===== src/rtl/lcd_hd44780_ctrl_if.sv =====
// rtl/lcd_hd44780_ctrl_if.sv - CPU-side byte write handshake for the HD44780 controller
interface lcd_hd44780_ctrl_if;
  logic       i_vld;
  logic       i_rs;
  logic [7:0] i_data;
  logic       o_rdy;

  modport master (output i_vld, output i_rs, output i_data, input  o_rdy);
  modport slave  (input  i_vld, input  i_rs, input  i_data, output o_rdy);
endinterface


===== src/rtl/lcd_hd44780_ctrl.sv =====
// rtl/lcd_hd44780_ctrl.sv - HD44780 write-only bus timing controller with power-up wait
// Optional power-up init byte sequence built when LCD_AUTO_INIT_EN is defined.
module lcd_hd44780_ctrl #(
  parameter int T_PWRUP_CYC = 750000,
  parameter int T_SETUP_CYC = 4,
  parameter int T_EN_CYC    = 12,
  parameter int T_HOLD_CYC  = 4,
  parameter int T_EXEC_CYC  = 2500,
  parameter int T_CLR_CYC   = 82000
) (
  input  logic                     i_clk,
  input  logic                     i_reset,
  lcd_hd44780_ctrl_if.slave        cpu,
  output logic                     o_init_done,
  output logic                     o_lcd_on,
  output logic                     o_lcd_rs,
  output logic                     o_lcd_rw,
  output logic                     o_lcd_en,
  output logic [7:0]               o_lcd_data
);

  function automatic int max2(input int a, input int b);
    return (a > b) ? a : b;
  endfunction

  localparam int PH_MAX = max2(max2(max2(T_SETUP_CYC, T_EN_CYC), max2(T_HOLD_CYC, T_EXEC_CYC)), T_CLR_CYC);
  localparam int PH_W   = $clog2(PH_MAX + 1);
  localparam int PW_W   = $clog2(T_PWRUP_CYC + 1);

  typedef enum logic [2:0] {
    S_PWRUP, S_INIT, S_IDLE, S_SETUP, S_EN_HI, S_HOLD, S_WAIT
  } state_t;

  state_t          r_state;
  logic [PW_W-1:0] r_pw_cnt;
  logic [PH_W-1:0] r_cnt;
  logic            r_rdy;
  logic            r_init_done;
  logic            r_lcd_on;
  logic            r_lcd_rs;
  logic            r_lcd_rw;
  logic            r_lcd_en;
  logic [7:0]      r_lcd_data;

  logic            w_long_wait;
  logic            w_wait_last;

  // Clear and home need the long execution time; only commands qualify, data bytes never do.
  assign w_long_wait = !r_lcd_rs && ((r_lcd_data == 8'h01) || (r_lcd_data == 8'h02) || (r_lcd_data == 8'h03));
  assign w_wait_last = w_long_wait ? (r_cnt == PH_W'(T_CLR_CYC - 1)) : (r_cnt == PH_W'(T_EXEC_CYC - 1));

`ifdef LCD_AUTO_INIT_EN
  logic [1:0] r_init_idx;
  logic [7:0] w_init_byte;

  always_comb begin
    w_init_byte = 8'h38;
    case (r_init_idx)
      2'd0: w_init_byte = 8'h38;
      2'd1: w_init_byte = 8'h0C;
      2'd2: w_init_byte = 8'h01;
      2'd3: w_init_byte = 8'h06;
      default: w_init_byte = 8'h38;
    endcase
  end
`endif

  always_ff @(posedge i_clk or posedge i_reset) begin
    if (i_reset) begin
      r_state     <= S_PWRUP;
      r_pw_cnt    <= '0;
      r_cnt       <= '0;
      r_rdy       <= 1'b0;
      r_init_done <= 1'b0;
      r_lcd_on    <= 1'b0;
      r_lcd_rs    <= 1'b0;
      r_lcd_rw    <= 1'b0;
      r_lcd_en    <= 1'b0;
      r_lcd_data  <= 8'h00;
`ifdef LCD_AUTO_INIT_EN
      r_init_idx  <= 2'd0;
`endif
    end else begin
      r_lcd_on <= 1'b1;
      r_lcd_rw <= 1'b0;
      case (r_state)
        S_PWRUP: begin
          if (r_pw_cnt == PW_W'(T_PWRUP_CYC - 1)) begin
`ifdef LCD_AUTO_INIT_EN
            r_state     <= S_INIT;
`else
            r_state     <= S_IDLE;
            r_init_done <= 1'b1;
            r_rdy       <= 1'b1;
`endif
          end else begin
            r_pw_cnt <= r_pw_cnt + 1'b1;
          end
        end
`ifdef LCD_AUTO_INIT_EN
        S_INIT: begin
          r_lcd_rs   <= 1'b0;
          r_lcd_data <= w_init_byte;
          r_cnt      <= '0;
          r_state    <= S_SETUP;
        end
`endif
        S_IDLE: begin
          if (cpu.i_vld && r_rdy) begin
            r_lcd_rs   <= cpu.i_rs;
            r_lcd_data <= cpu.i_data;
            r_rdy      <= 1'b0;
            r_cnt      <= '0;
            r_state    <= S_SETUP;
          end
        end
        S_SETUP: begin
          if (r_cnt == PH_W'(T_SETUP_CYC - 1)) begin
            r_cnt    <= '0;
            r_lcd_en <= 1'b1;
            r_state  <= S_EN_HI;
          end else begin
            r_cnt <= r_cnt + 1'b1;
          end
        end
        S_EN_HI: begin
          if (r_cnt == PH_W'(T_EN_CYC - 1)) begin
            r_cnt    <= '0;
            r_lcd_en <= 1'b0;
            r_state  <= S_HOLD;
          end else begin
            r_cnt <= r_cnt + 1'b1;
          end
        end
        S_HOLD: begin
          if (r_cnt == PH_W'(T_HOLD_CYC - 1)) begin
            r_cnt   <= '0;
            r_state <= S_WAIT;
          end else begin
            r_cnt <= r_cnt + 1'b1;
          end
        end
        S_WAIT: begin
          if (w_wait_last) begin
            r_cnt <= '0;
`ifdef LCD_AUTO_INIT_EN
            if (r_init_done) begin
              r_rdy   <= 1'b1;
              r_state <= S_IDLE;
            end else if (r_init_idx == 2'd3) begin
              r_init_done <= 1'b1;
              r_rdy       <= 1'b1;
              r_state     <= S_IDLE;
            end else begin
              r_init_idx <= r_init_idx + 2'd1;
              r_state    <= S_INIT;
            end
`else
            r_rdy   <= 1'b1;
            r_state <= S_IDLE;
`endif
          end else begin
            r_cnt <= r_cnt + 1'b1;
          end
        end
        default: r_state <= S_PWRUP;
      endcase
    end
  end

  assign cpu.o_rdy   = r_rdy;
  assign o_init_done = r_init_done;
  assign o_lcd_on    = r_lcd_on;
  assign o_lcd_rs    = r_lcd_rs;
  assign o_lcd_rw    = r_lcd_rw;
  assign o_lcd_en    = r_lcd_en;
  assign o_lcd_data  = r_lcd_data;

endmodule


===== src/flat_wrapper.sv =====
// flat-port wrapper written by rule: the top's interface ports become plain ports
module lcd_hd44780_ctrl_flat 
#(
  parameter int T_PWRUP_CYC = 750000,
  parameter int T_SETUP_CYC = 4,
  parameter int T_EN_CYC    = 12,
  parameter int T_HOLD_CYC  = 4,
  parameter int T_EXEC_CYC  = 2500,
  parameter int T_CLR_CYC   = 82000
)
  (i_clk, i_reset, o_init_done, o_lcd_on, o_lcd_rs, o_lcd_rw, o_lcd_en, o_lcd_data, cpu_i_vld, cpu_i_rs, cpu_i_data, cpu_o_rdy);
  lcd_hd44780_ctrl_if cpu_i ();
  input  logic i_clk;
  input  logic i_reset;
  output logic o_init_done;
  output logic o_lcd_on;
  output logic o_lcd_rs;
  output logic o_lcd_rw;
  output logic o_lcd_en;
  output logic [7:0] o_lcd_data;
  input wire logic [$bits(cpu_i.i_vld)-1:0] cpu_i_vld;
  input wire logic [$bits(cpu_i.i_rs)-1:0] cpu_i_rs;
  input wire logic [$bits(cpu_i.i_data)-1:0] cpu_i_data;
  output wire logic [$bits(cpu_i.o_rdy)-1:0] cpu_o_rdy;
  assign cpu_i.i_vld = cpu_i_vld;
  assign cpu_i.i_rs = cpu_i_rs;
  assign cpu_i.i_data = cpu_i_data;
  assign cpu_o_rdy = cpu_i.o_rdy;
  lcd_hd44780_ctrl #(.T_PWRUP_CYC(T_PWRUP_CYC), .T_SETUP_CYC(T_SETUP_CYC), .T_EN_CYC(T_EN_CYC), .T_HOLD_CYC(T_HOLD_CYC), .T_EXEC_CYC(T_EXEC_CYC), .T_CLR_CYC(T_CLR_CYC)) u_core (.i_clk(i_clk), .i_reset(i_reset), .cpu(cpu_i), .o_init_done(o_init_done), .o_lcd_on(o_lcd_on), .o_lcd_rs(o_lcd_rs), .o_lcd_rw(o_lcd_rw), .o_lcd_en(o_lcd_en), .o_lcd_data(o_lcd_data));
endmodule

===== config.mk =====
export PLATFORM = sky130hd
export DESIGN_NAME = lcd_hd44780_ctrl_flat
export DESIGN_NICKNAME = d
export VERILOG_FILES = /design/src/rtl/lcd_hd44780_ctrl_if.sv /design/src/rtl/lcd_hd44780_ctrl.sv /design/src/flat_wrapper.sv
export SDC_FILE = /design/constraint.sdc
export NUM_CORES = 1
export LEC_CHECK = 0
export BUFFER_PORTS_ARGS = -buffer_cell sky130_fd_sc_hd__buf_2
export CORE_ASPECT_RATIO = 1.1
export CORE_MARGIN = 8
export CORE_UTILIZATION = 58
export DETAILED_ROUTE_END_ITERATION = 16
export PLACE_DENSITY = 0.78
export SLEW_MARGIN = 0
export SYNTH_ARGS = -nofsm -noshare
export SYNTH_HDL_FRONTEND = slang
export SYNTH_SLANG_ARGS = --single-unit

===== constraint.sdc =====
create_clock -name i_clk -period 4.8 [get_ports i_clk]
set_input_delay 0 -clock i_clk [delete_from_list [all_inputs] [get_ports i_clk]]
set_output_delay 0 -clock i_clk [all_outputs]
set_load 0.02 [all_outputs]

* Yosys cells after proc, flatten, opt, wreduce, memory -nomap -nowiden
Index checks and enable logic that the tools add are counted.
** Storage, ports and cells
- Bits in registers :: 53
- Latch bits :: 0
- Bits in writable memories :: 0
- Memory bits (read-only) :: 0
- Input port bits :: 12
- Output and inout port bits :: 14
- Word-level logic and storage cells :: 68
- Memories :: 0
** Cells by class
- $add $sub $neg :: 2
- Multipliers :: 0
- Div/mod/pow operators :: 0
- Order comparisons :: 0
- Equality and inequality tests :: 19
- Shift operators :: 0
- Mux-type cells :: 20
- Bitwise gates (word level) :: 1
- Reductions and logical operators :: 17
** Operator list (number)
- 17-bit 2-to-1 mux :: 4
- 17-bit case mux with 4 select lines :: 1
- 20-bit by 1-bit adder with 20-bit output (second input constant) :: 1
- 20-bit == test (second input constant) :: 1
- 3-bit 2-to-1 mux :: 6
- 3-bit case mux with 6 select lines :: 1
- 17-bit by 1-bit adder with 17-bit output (second input constant) :: 1
- 17-bit by 12-bit == test with 1-bit output (second input constant) :: 1
- 17-bit == test (second input constant) :: 1
- 17-bit by 2-bit == test with 1-bit output (second input constant) :: 1
- 17-bit by 4-bit == test with 1-bit output (second input constant) :: 1
- 8-bit by 2-bit == test with 1-bit output (second input constant) :: 2
- 2-bit by 1-bit != test with 1-bit output (second input constant) :: 6
- 3-bit == test (second input constant) :: 3
- 8-bit by 1-bit == test with 1-bit output (second input constant) :: 1
- 2-bit AND reduction :: 4
- 3-bit by 2-bit == test with 1-bit output (second input constant) :: 2
- 1-bit 2-to-1 mux :: 6
- 6-bit AND reduction :: 1
- 4-bit AND reduction :: 1
- 4-bit nonzero test :: 1
- 3-bit logical NOT :: 1
- 1-bit case mux with 3 select lines :: 1
- 3-bit AND reduction :: 1
- 8 further kinds :: 10

* Longest topological paths before layout
- Word-level depth :: 7
- Depth in mapped cells :: 7
- Mapped depth without buffers :: 6

* Worst setup path after synthesis
No wires, ideal clock.
- Path kind :: reg2reg
- Start :: register u_core.r_cnt[0]
- End :: register u_core.r_cnt[0]
- Library setup time :: 139 ps
- Data arrival time :: 1981 ps
- Data required time :: 4661 ps
- Slack :: 2680 ps
- Stages on the path, launching flop included :: 8
- Path buffers :: 1
- Clock period less this slack :: 2120 ps
- Cell sequence :: dfrtp_1 > ha_1 > or4b_4 > nor4_4 > a21oi_2 > a21oi_2 > buf_4 > mux2i_1
** On the way
- Cells in the longest elaborated chain, start to end :: 4
- Elaborated cells on any way between the ends :: 10
- Those cells by class :: add/sub (1); eq/ne (4); mux (5)
** RTL lines
- from (decl) :: line lcd_hd44780_ctrl.sv:36 : logic [PH_W-1:0] r_cnt;
- from (signal assigned) :: line lcd_hd44780_ctrl.sv:123 : r_cnt <= r_cnt + 1'b1;
- from (signal assigned) :: line lcd_hd44780_ctrl.sv:132 : r_cnt <= r_cnt + 1'b1;
- from (signal assigned) :: line lcd_hd44780_ctrl.sv:140 : r_cnt <= r_cnt + 1'b1;
- parallel branches: the longest is 3 deep, another holds 17-bit by 1-bit adder with 17-bit output
- 17-bit case mux with 4 select lines (*) :: line lcd_hd44780_ctrl.sv:86 : case (r_state)
Mark *: on every way between the ends.
A chain may end at the register's enable or synchronous reset.

* Final worst setup path
- Start :: register u_core.r_cnt[0]
- End :: register u_core.r_cnt[16]
The elaborated chain is that of the path after synthesis.

==> results.yml <==
status:
  outcome: "finished clean"
die:
  die-area_mm2: 0.007198
  initial_core_util: 0.5948
  fp-row-count: 26
  boundaryPins: 26
  die_h_um: 88.19
  die_w_um: 81.63
  core_area_mm2: 0.004619
logic_synthesis:
  synth-async-reset-ratio: 1.000
  synth_edf_count: 0
  synth.area.top_cells: "dfrtp_1 (48%), xnor2_1 (5.7%), mux2_2 (4.1%), nand2_1 (3.4%), xor2_1 (3.2%)"
  synth_top_area_share: 0.4827
  avgSynthCellArea_um2: 10.18
  synth_flop_cell: "dfrtp_1"
  ys_warn_count: 0
  syn_nets: 284
  syn_inst: 270
  synth_top_area_cell: "dfrtp_1"
  synth-seq-area-share: 0.4827
  synth_cell_types: 53
  synth_area_mm2: 0.002748
  ys_seq_elements: 53
clock_network:
  clock_path_buffers: 2
  cts_buffers: 5
  cts_root_buf: "clkbuf_8"
  path_clk_slew_ns: 0.10
  insertion_delay_ns: 0.31
  cts.sinks: 53
  htree_levels: 2
  cts_resized: 0
  cts_tree: "done"
hold_path:
  hp-start: "cpu_i_vld"
  hold_path.class: "primary input to flop"
drt:
  routed_wl_um: 5773
  vias_per_cell: 5.905
  ant_nets: 0
  vias: 2114
  dr.first_iter.drc_count: 167
  wire_per_inst_um: 16.13
  drcViolationCount: 0
  drtPass1Iterations: 4
sta:
  finalCriticalPeriod_ns: 2.603
  worst_pin_slew_ns: 1.070
  period_share: 0.5422
  maxSlewViolCount: 0
  grt_setup_unrepaired: "false"
  max_slew_margin: 0.2834
  finalSetupViolations: 0
  clock.fmax_mhz: 384.2
  hold_viol: 0
  tns_ns: 0
  skew_ns: 0.01641
worst_setup_path:
  start_kind: "flop"
  critPathKind: "flop to flop"
  end_kind: "flop"
  crit_fanout: 11
  crit_required_ns: 4.97
  timing.rr.start: "u_core.r_cnt[0]"
  crit_start: "u_core.r_cnt[0]"
  cp_data_arrival_time_ns: 2.78
global_routing:
  gr-total-overflow: 0
  grt_usage: 0.1736
  grt_antenna_before_repair: 0
  grt_max_degree: 54
  grt_pass1_vias: 2106
  grt_pass1_wl_um: 9873
place:
  dp_hpwl_um: 3896
  io_buffers: 24
  place.gp.congestion: 0.8293
final_layout:
  seqCellArea_mm2: 0.001326
  multi_input_area_mm2: 0.001336
  nets: 315
  drive_above_1_share: 0.1821
  area_delta_synth_final_pct: 13.98
  fill_cells: 349
  n_antenna_cell: 0
  final_util: 0.6780
power:
  p_per_area_mw_per_mm2: 263.4
  vdd_drop_max_mv: 0.3130
  leakagePower_uw: 0.001398
job:
  maxCapViolCount: 0
-- state kept, by name (all words and copies together) (netlist names) --
signal,flops
u_core.r_pw_cnt,20
u_core.r_cnt,17
u_core.o_lcd_data,8
u_core.r_state,3
u_core.cpu.o_rdy,1
u_core.o_init_done,1
u_core.o_lcd_en,1
u_core.o_lcd_on,1
u_core.o_lcd_rs,1
-- cells by family after synthesis --
family                     share of synthesized area
adders and majority gates                   0.009106
xor gates and xnor gates                     0.08925
other                                       0.002733
buffers and inverters                        0.03097
muxes                                        0.04827
DFF                                           0.4827
AOI/OAI and AO/OA                             0.1034
and+or+nand+nor                               0.2336
-- routing by layer --
| layer | vias to the layer above | global-route usage | routed length, µm |
|---|---|---|---|
| met5 | - | 0 | 0 |
| met4 | 0 | 0.04952 | 81 |
| met3 | 8 | 0.03285 | 232 |
| met2 | 46 | 0.2969 | 2893 |
| met1 | 1022 | 0.2159 | 2565 |
| li1 | 1038 | - | - |
-- cell usage after synthesis (6+ instances only) --
cell type	instances
clkbuf_1	7
nor2_1	15
nand4_1	12
a21oi_1	6
xnor2_1	18
mux2_2	10
and3_1	9
inv_1	7
xor2_1	10
nand3_1	17
o21ai_0	8
dfrtp_1	53
a221oi_1	6
nand2_1	25
-- final timing paths --
kind / to / slack, ns / depth (start not counted)
hold reg to reg: u_core.r_pw_cnt[19] / 0.48 / 1
min in group asynchronous: u_core.r_pw_cnt[3] / 0.41 / 4
setup reg to reg: u_core.r_cnt[16] / 2.20 / 6
hold / removal: u_core.r_state[0] / 0.15 / 4
max in group asynchronous: u_core.r_cnt[13] / 3.96 / 4
setup / recovery: u_core.r_cnt[16] / 2.20 / 6
-- layout by cell type (no fill, tap or decap), types with 5 or more instances in the layout --
| master | n |
|---|---|
| nand3_1 | 17 |
| dfrtp_1 | 53 |
| nand4_1 | 12 |
| dlygate4sd3_1 | 10 |
| mux2_2 | 10 |
| buf_2 | 24 |
| clkbuf_8 | 5 |
| xnor2_1 | 18 |
| a21oi_1 | 6 |
| o21ai_1 | 5 |
| o21ai_0 | 8 |
| a221oi_1 | 6 |
| nand2_1 | 25 |
| nor2_1 | 15 |
| and3_1 | 9 |
| xor2_1 | 10 |
| inv_1 | 6 |
| nor3_1 | 5 |
-- where the power goes --
part | internal (µW) | switching [µW] | total [µW]
logic | 9.36 | 12.5 | 21.8
clock network | 210 | 147 | 357
registers | 447 | 0.0721 | 447
-- layout make-up --
class | instances | share of cell area
flip-flops and latches | 53 | 0.4235
inverters | 7 | 0.008390
well taps | 56 | 0.02237
clock inverters | 3 | 0.02197
clock buffers | 5 | 0.02197
repair buffers | 36 | 0.07511
multi-input cells | 198 | 0.4267
-- what timing repair did --
action                                 4_1_cts  5_1_grt
setup buffers                                0        0
endpoints found under the hold margin       62        0
hold buffers                                10        0
-- per-stage QoR --
stage | hold slack (ns) | instances | worst slack (ns) | total power [µW] | cell area (µm²)
5_1_grt | 0.1681 | 358 | 2.048 | 854.0 | 3132
3_3_place_gp | 0.2124 | 340 | 2.403 | 471.0 | 2894
3_5_place_dp | 0.2189 | 340 | 2.228 | 471.4 | 2894
4_1_cts | 0.1456 | 358 | 2.211 | 835.5 | 3132
2_1_floorplan | 0.1517 | 270 | 2.680 | 464.0 | 2748
6_report | 0.1494 | 358 | 2.197 | 825.0 | 3132
-- critical path: stages, from the launching register on --
cell,delay (ns)
dfrtp_1,0.41
ha_1,0.24
or4b_4,0.52
nor4_1,0.33
mux2i_1,0.31
a21oi_2,0.50
o21ai_0,0.17
(Power assumes the default switching activity.)
